$ cat config.mk
export PLATFORM = sky130hd
export DESIGN_NAME = hbram_burst_scheduler
export DESIGN_NICKNAME = d
export VERILOG_FILES = /design/src/rtl/hbram_burst_scheduler.sv
export SDC_FILE = /design/constraint.sdc
export NUM_CORES = 1
export LEC_CHECK = 0
export ABC_AREA = 1
export CAP_MARGIN = 20
export CORE_ASPECT_RATIO = 0.5
export CORE_MARGIN = 5
export CORE_UTILIZATION = 50
export DETAILED_ROUTE_END_ITERATION = 12
export PLACE_DENSITY = 0.78
export SLEW_MARGIN = 20
export SYNTH_ARGS = -nofsm -noshare
export SYNTH_HDL_FRONTEND = slang
export SYNTH_SLANG_ARGS = --single-unit
$ cat constraint.sdc
create_clock -name ram_clock -period 2.4 [get_ports ram_clock]
set_input_delay 0.6 -clock ram_clock [delete_from_list [all_inputs] [get_ports ram_clock]]
set_output_delay 0.6 -clock ram_clock [all_outputs]
set_load 0.05 [all_outputs]
$ cat src/rtl/hbram_burst_scheduler.sv
// Burst scheduler for hyper_bus: moves fixed-size bursts between the write/read
// async_fifos and a circular HyperRAM region so the RAM acts as one large FIFO.
module hbram_burst_scheduler #(
    parameter int unsigned BIT_WIDTH     = 16,
    parameter int unsigned BURST_LEN     = 512,
    parameter int unsigned CNT_WIDTH     = 9,
    parameter logic [31:0] BASE_ADDR     = 32'h0000_0000,
    parameter int unsigned REGION_BURSTS = 1024,
    parameter int unsigned ACK_TIMEOUT   = 255,
    localparam int unsigned FILL_W       = $clog2(REGION_BURSTS) + 1
) (
    input  logic                 ram_clock,
    input  logic                 ram_reset,
    input  logic                 hbc_cal_pass,
    input  logic                 ctrl_idle,
    input  logic [CNT_WIDTH-1:0] wr_fifo_count,
    input  logic [CNT_WIDTH-1:0] rd_fifo_space,
    input  logic                 wr_req_en,
    input  logic                 rd_req_en,
    output logic                 ram_en,
    output logic                 rw_ctrl,
    output logic [31:0]          ram_addr,
    output logic [10:0]          ram_burst_len,
    output logic [FILL_W-1:0]    fill_level,
    output logic                 region_full,
    output logic                 region_empty,
    output logic                 busy,
    output logic                 ack_err
);

    localparam int unsigned IDX_W = $clog2(REGION_BURSTS);
    localparam int unsigned BW    = BURST_LEN / 2;
    localparam int unsigned BB    = BURST_LEN * BIT_WIDTH / 8;
    localparam int unsigned TO_W  = $clog2(ACK_TIMEOUT + 1);

    typedef enum logic [2:0] {
        S_CAL,
        S_IDLE,
        S_ISSUE,
        S_ACK,
        S_DONE
    } state_t;

    state_t           state, state_nxt;
    logic [IDX_W-1:0] wi, ri;
    logic             last_op;      // 1 = read
    logic [TO_W-1:0]  to_cnt;
    logic             wr_elig, rd_elig, pick_rd, commit, timeout;

    assign ram_burst_len = 11'(BURST_LEN);
    assign region_full   = (fill_level == FILL_W'(REGION_BURSTS));
    assign region_empty  = (fill_level == '0);

    always_comb begin
        wr_elig = wr_req_en && (32'(wr_fifo_count) >= BW) && !region_full;
        rd_elig = rd_req_en && (32'(rd_fifo_space) >= BW) && !region_empty;
        // With both eligible, alternate against the last committed op.
        pick_rd = rd_elig && (!wr_elig || !last_op);
    end

    always_comb begin
        state_nxt = state;
        commit    = 1'b0;
        timeout   = 1'b0;
        case (state)
            S_CAL: begin
                if (hbc_cal_pass) state_nxt = S_IDLE;
            end
            S_IDLE: begin
                if (!hbc_cal_pass)
                    state_nxt = S_CAL;
                else if (ctrl_idle && (wr_elig || rd_elig))
                    state_nxt = S_ISSUE;
            end
            S_ISSUE: state_nxt = S_ACK;
            S_ACK: begin
                if (!ctrl_idle) begin
                    state_nxt = S_DONE;
                end else if (to_cnt == TO_W'(ACK_TIMEOUT - 1)) begin
                    timeout   = 1'b1;
                    state_nxt = S_IDLE;
                end
            end
            S_DONE: begin
                if (ctrl_idle) begin
                    commit    = 1'b1;
                    state_nxt = hbc_cal_pass ? S_IDLE : S_CAL;
                end
            end
            default: state_nxt = S_CAL;
        endcase
    end

    always_ff @(posedge ram_clock) begin
        if (ram_reset) begin
            state      <= S_CAL;
            ram_en     <= 1'b0;
            rw_ctrl    <= 1'b0;
            ram_addr   <= BASE_ADDR;
            busy       <= 1'b0;
            ack_err    <= 1'b0;
            fill_level <= '0;
            wi         <= '0;
            ri         <= '0;
            last_op    <= 1'b1;
            to_cnt     <= '0;
        end else begin
            state  <= state_nxt;
            ram_en <= (state_nxt == S_ISSUE);

            // Command is latched once on leaving S_IDLE and held until commit.
            if (state == S_IDLE && state_nxt == S_ISSUE) begin
                rw_ctrl  <= pick_rd;
                ram_addr <= BASE_ADDR + 32'(pick_rd ? ri : wi) * BB;
            end

            if (state_nxt == S_ISSUE)
                busy <= 1'b1;
            else if (commit || timeout)
                busy <= 1'b0;

            if (state == S_ISSUE)
                to_cnt <= '0;
            else if (state == S_ACK)
                to_cnt <= to_cnt + 1'b1;

            if (timeout)
                ack_err <= 1'b1;

            if (commit) begin
                last_op <= rw_ctrl;
                if (rw_ctrl) begin
                    ri         <= ri + 1'b1;
                    fill_level <= fill_level - 1'b1;
                end else begin
                    wi         <= wi + 1'b1;
                    fill_level <= fill_level + 1'b1;
                end
            end
        end
    end

endmodule
* Word level (Yosys, flattened, before mapping)
Index checks and enable logic that the tools add are counted.
Storage, ports and cells: flip-flop bits (word level) 69, output and inout port bits 60, word-level logic and storage cells 63, bits of input ports 24
Cells by class: bitwise operators 1, equality and inequality tests 7, $lt $le $gt $ge 2, $add $sub $neg 5, multiplexer cells 17, reduce and logical (&&, ||, !) cells 20
Operator list (count):
- adder 10 x 1 -> 10 bit (second input constant) | 2
- >= comparator 9 bit (second input constant) | 2
- two-way mux 3 bit | 6
- case mux 3 bit (5 select lines) | 1
- adder 11 x 1 -> 11 bit (second input constant) | 1
- equality test 11 bit (second input constant) | 1
- logical NOT 11 bit | 1
- two-way mux 11 bit | 1
- subtractor 11 x 1 -> 11 bit (second input constant) | 1
- two-way mux 10 bit | 1
- equality test 3 x 2 -> 1 bit (second input constant) | 3
- adder 8 x 1 -> 8 bit (second input constant) | 1
- equality test 8 bit (second input constant) | 1
- two-way mux 1 bit | 8
- logical AND 1 bit | 7
- logical NOT 1 bit | 4
- AND reduction 2 bit | 2
- equality test 3 x 1 -> 1 bit (second input constant) | 1
- equality test 3 bit (second input constant) | 1
- logical NOT 3 bit | 1
- logical OR 1 bit | 3
- nonzero test 2 bit | 1
- OR reduction 2 bit | 1
- inverter 1 bit | 1

* Logic depth before layout (Yosys ltp)
Gate-level depths: netlist (run 1).
word-level depth 10, depth in mapped cells 11, gate-level depth less buffers 11

* Worst setup path before layout (run 1)
OpenSTA, ideal clock, no wires.
kind flip-flop to flip-flop, start point reg rw_ctrl, end point reg fill_level[8], setup slack 166 ps, clock period less this slack 2234 ps, stages on the path, launching flop included 9, data required time 2283 ps, setup time 117 ps, data arrival time 2117 ps, buffers on the path 0, cells stage by stage dfxtp_1 > inv_1 > fa_1 > nor2_1 > o21ai_0 > nand3_1 > nand3_1 > o211ai_1 > inv_1
Between the ends: cells in the longest elaborated chain, start to end 1
Ends and longest elaborated chain:
- start: declaration | line 21 | output logic rw_ctrl,
- start signal: assignment | line 113 | rw_ctrl <= pick_rd;
- two-way mux 11 bit | line 132 | if (rw_ctrl) begin
- end signal: assignment | line 134 | fill_level <= fill_level - 1'b1;
- end signal: assignment | line 137 | fill_level <= fill_level + 1'b1;
- end: declaration | line 24 | output logic [FILL_W-1:0] fill_level,
No other way between the ends. A chain may end at the register's enable or synchronous reset.

* Worst setup path after layout (run 1)
start point reg fill_level[7], end point out fill_level[7]
No word-level cell between the ends.

==> impl_metrics.xml, run 1 <==
<?xml version="1.0" encoding="UTF-8"?>
<metrics>
  <group name="clock_tree">
    <metric name="cts_tree" unit="">built</metric>
    <metric name="cts.htree.levels" unit="">3</metric>
    <metric name="cts.repair_timing.setup_buffer_count" unit="">0</metric>
    <metric name="cts_repair_resize_count" unit="">0</metric>
    <metric name="ctsLongestPathBuffers" unit="">2</metric>
    <metric name="cts_inserted_buffers" unit="">9</metric>
    <metric name="cts_hold_buffers" unit="">0</metric>
    <metric name="cts-root-buf" unit="">sky130_fd_sc_hd__clkbuf_16</metric>
    <metric name="cts.sinks" unit="">57</metric>
    <metric name="worst_skew_pair.late_latency" unit="ps">330</metric>
    <metric name="clk_pin_slew_worst_paths" unit="ps">50</metric>
  </group>
  <group name="layout">
    <metric name="drive_gt1_share" unit="%">8.481</metric>
    <metric name="layout-area-overhead-vs-synth" unit="%">18.89</metric>
    <metric name="stdcell_area" unit="um2">4174</metric>
    <metric name="diode_insertion_count_for_antenna_repair" unit="">0</metric>
    <metric name="final_net_count" unit="">599</metric>
  </group>
  <group name="place">
    <metric name="io_buffers" unit="">34</metric>
    <metric name="gp_congestion" unit="">0.9018</metric>
    <metric name="hpwlAfterDp" unit="um">5478</metric>
    <metric name="dpl-instance-area" unit="um2">3829</metric>
  </group>
  <group name="timing">
    <metric name="maxSlewViolCount" unit="">0</metric>
    <metric name="rsz0062_at_grt" unit="">false</metric>
    <metric name="fmax" unit="MHz">462.4</metric>
    <metric name="finalCriticalPeriod" unit="ps">2162</metric>
    <metric name="period_share" unit="%">90.10</metric>
    <metric name="timing_hold_violations_final" unit="">0</metric>
    <metric name="max_slew_margin" unit="%">65.80</metric>
    <metric name="setup_total_negative_slack" unit="ps">0</metric>
    <metric name="setup-violations-final" unit="">0</metric>
    <metric name="measured_slew_at_the_worst_slew_check_pin" unit="ps">511.4</metric>
    <metric name="fin_worst_skew" unit="ps">6.086</metric>
  </group>
  <group name="logic_synthesis">
    <metric name="post_synth_num_cell_types" unit="">39</metric>
    <metric name="largest_area_contributor_in_the_synthesized_netlist" unit="">sky130_fd_sc_hd__dfxtp_1</metric>
    <metric name="syn_area_per_cell" unit="um2">6.726</metric>
    <metric name="ys_seq_area_share" unit="%">32.50</metric>
    <metric name="synth_enable_flop_cells" unit="">0</metric>
    <metric name="ys_top_cells_by_area" unit="">sky130_fd_sc_hd__dfxtp_1 33%, sky130_fd_sc_hd__nand2_1 13%, sky130_fd_sc_hd__inv_1 7.5%</metric>
    <metric name="synth.yosys.warnings" unit="">0</metric>
    <metric name="synth.top_cells.by_count" unit="">126 x sky130_fd_sc_hd__nand2_1, 70 x sky130_fd_sc_hd__inv_1, 57 x sky130_fd_sc_hd__dfxtp_1</metric>
    <metric name="ys_seq_elements" unit="">57</metric>
    <metric name="synth_area" unit="um2">3511</metric>
    <metric name="yosys_most_used_dff" unit="">sky130_fd_sc_hd__dfxtp_1</metric>
    <metric name="synth-async-reset-ratio" unit="%">0</metric>
    <metric name="yosys_top_cell_area_share" unit="%">32.50</metric>
    <metric name="synth.most_common_cell" unit="">sky130_fd_sc_hd__nand2_1</metric>
    <metric name="synthesis.instances" unit="">522</metric>
  </group>
  <group name="route">
    <metric name="wire_per_inst" unit="um">11.24</metric>
    <metric name="final_antenna_net_count" unit="">0</metric>
    <metric name="vias_per_cell" unit="">4.804</metric>
    <metric name="vias" unit="">3161</metric>
    <metric name="detail_route.iter0.violations" unit="">240</metric>
    <metric name="post-route-drc-count" unit="">0</metric>
    <metric name="drt_wl_total" unit="um">7393</metric>
    <metric name="drtPass1Iterations" unit="">4</metric>
  </group>
  <group name="die">
    <metric name="start_util" unit="%">51.99</metric>
    <metric name="floorplan.die_area" unit="um2">8900</metric>
    <metric name="core.rowCount" unit="">21</metric>
    <metric name="ioPinCount" unit="">84</metric>
    <metric name="core-area" unit="um2">6753</metric>
    <metric name="chipWidth" unit="um">128.5</metric>
    <metric name="die_h" unit="um">69.26</metric>
  </group>
  <group name="worst_setup_path">
    <metric name="worst-setup-path-type" unit="">reg2out</metric>
    <metric name="path_delay_family" unit="">buffers and inverters</metric>
    <metric name="critical_path.slowest_cell" unit="">sky130_fd_sc_hd__clkdlybuf4s50_1</metric>
    <metric name="arrival" unit="ps">1560</metric>
    <metric name="worstPathRequired" unit="ps">1800</metric>
    <metric name="worst-path-buf-inv" unit="">1</metric>
    <metric name="timing.critical_path.to_type" unit="">primary output</metric>
    <metric name="critical_path.cell_chain" unit="">clkdlybuf4s50_1</metric>
    <metric name="cp_launch_type" unit="">register</metric>
    <metric name="path_max_fanout" unit="">4</metric>
    <metric name="slowest_delay" unit="ps">840</metric>
  </group>
  <group name="worst_hold_path">
    <metric name="hp-class" unit="">reg2reg</metric>
  </group>
  <group name="run_status">
    <metric name="outcome" unit="">completed</metric>
  </group>
  <group name="grt">
    <metric name="via_count_of_the_first_global_routing_pass" unit="">2794</metric>
    <metric name="track_usage" unit="%">17.60</metric>
    <metric name="first_pass_grt_wire_length" unit="um">12870</metric>
    <metric name="largest_net_degree_at_the_start_of_global_routing" unit="">33</metric>
    <metric name="grt-ovfl-total" unit="">0</metric>
    <metric name="antenna_violations_before_repair" unit="">0</metric>
  </group>
  <group name="power_and_ir_drop">
    <metric name="power_density" unit="nW/um2">631.4</metric>
    <metric name="cellLeakagePower" unit="nW">1.929</metric>
    <metric name="total_power" unit="W">0.002635</metric>
    <metric name="vdd_drop_max" unit="mV">0.3155</metric>
  </group>
  <group name="run">
    <metric name="cap_violations" unit="">0</metric>
  </group>
</metrics>
through the flow:
step           hold slack [ps]  utilization, %  setup slack [ps]  std cells
2_1_floorplan            429.7               -             165.9        553
3_3_place_gp             446.8           56.70             266.1        642
3_5_place_dp             448.2           56.70             223.1        642
4_1_cts                  474.0           61.81             216.6        658
5_1_grt                  497.5           61.81             174.1        658
6_report                 468.5           61.81             237.6        658
cells by family (layout without fill, tap and decap cells):
kind of cell	Yosys count	in the layout	share of synthesized area, %
buffers and inverters	122	135	16.96
AND/OR/NAND/NOR	241	241	30.54
XOR/XNOR	12	12	2.994
flip-flops	57	57	32.50
other	2	33	0.2139
AO/OA/AOI/OAI	74	74	11.58
adder cells (fa/ha/maj)	14	14	5.203
per-layer routing:
metal	vias to the layer above	global-route usage, %	wire [um]
li1	1670	-	-
met1	1406	23.16	3590
met2	75	27.78	3260
met3	10	5.077	458
met4	0	5.704	83
met5	-	0	0
placed cells by master (no fill, tap or decap), drive strengths merged, types with 2 or more instances in the layout:
cell type	instances
a21o	2
a21oi	38
buf	11
bufinv	3
clkbuf	11
clkdlybuf4s50	31
clkinv	2
conb	33
dfxtp	57
ha	13
inv	76
nand2	128
nand3	33
nand4	5
nor2	59
nor3	10
nor3b	2
nor4	3
o211ai	3
o21a	6
o21ai	21
o21bai	2
xnor2	4
xor2	8
area by class of cell:
cell class | instances | area (um2)
multi-input cells | 374 | 1891
repair buffers | 42 | 392.9
fillers | 612 | 2579
flip-flops and latches | 57 | 1141
inverters | 77 | 289.0
well taps | 92 | 115.1
clock inverters | 5 | 102.6
clock buffers | 11 | 242.7
worst paths after layout:
kind,start,to,slack (ps),depth (start not counted)
worst max-delay path,fill_level[7],fill_level[7],240,1
worst min-delay path,last_op,last_op,470,2
worst max register to register,rw_ctrl,fill_level[8],300,8
worst min register to register,last_op,last_op,470,2
state kept, by name, summed over array words and instances, names as in the netlist, 3 cells and up:
register,cells
fill_level,11
ram_addr,10
ri,10
state,3
to_cnt,8
wi,10
power breakdown:
group | internal, W | leakage [nW] | switching, W
sequential | 0.000953 | 0.459 | 0.00000358
combinational | 0.0000357 | 1.30 | 0.000172
clock | 0.00104 | 0.166 | 0.000433
total | 0.00203 | 1.93 | 0.000608
No activity file was read; power rests on OpenSTA's default activity.
==> run 2, diff against run 1 <==
CTS_CLUSTER_DIAMETER = 120   (was unset)
==> results of run 2 <==
The final DEF is identical to that of run 1; final timing and power are the same.
==> run 3, diff against run 2 <==
GPL_ROUTABILITY_DRIVEN = 0   (was unset)
==> results of run 3 <==
The final DEF is identical to that of run 1; final timing and power are the same.
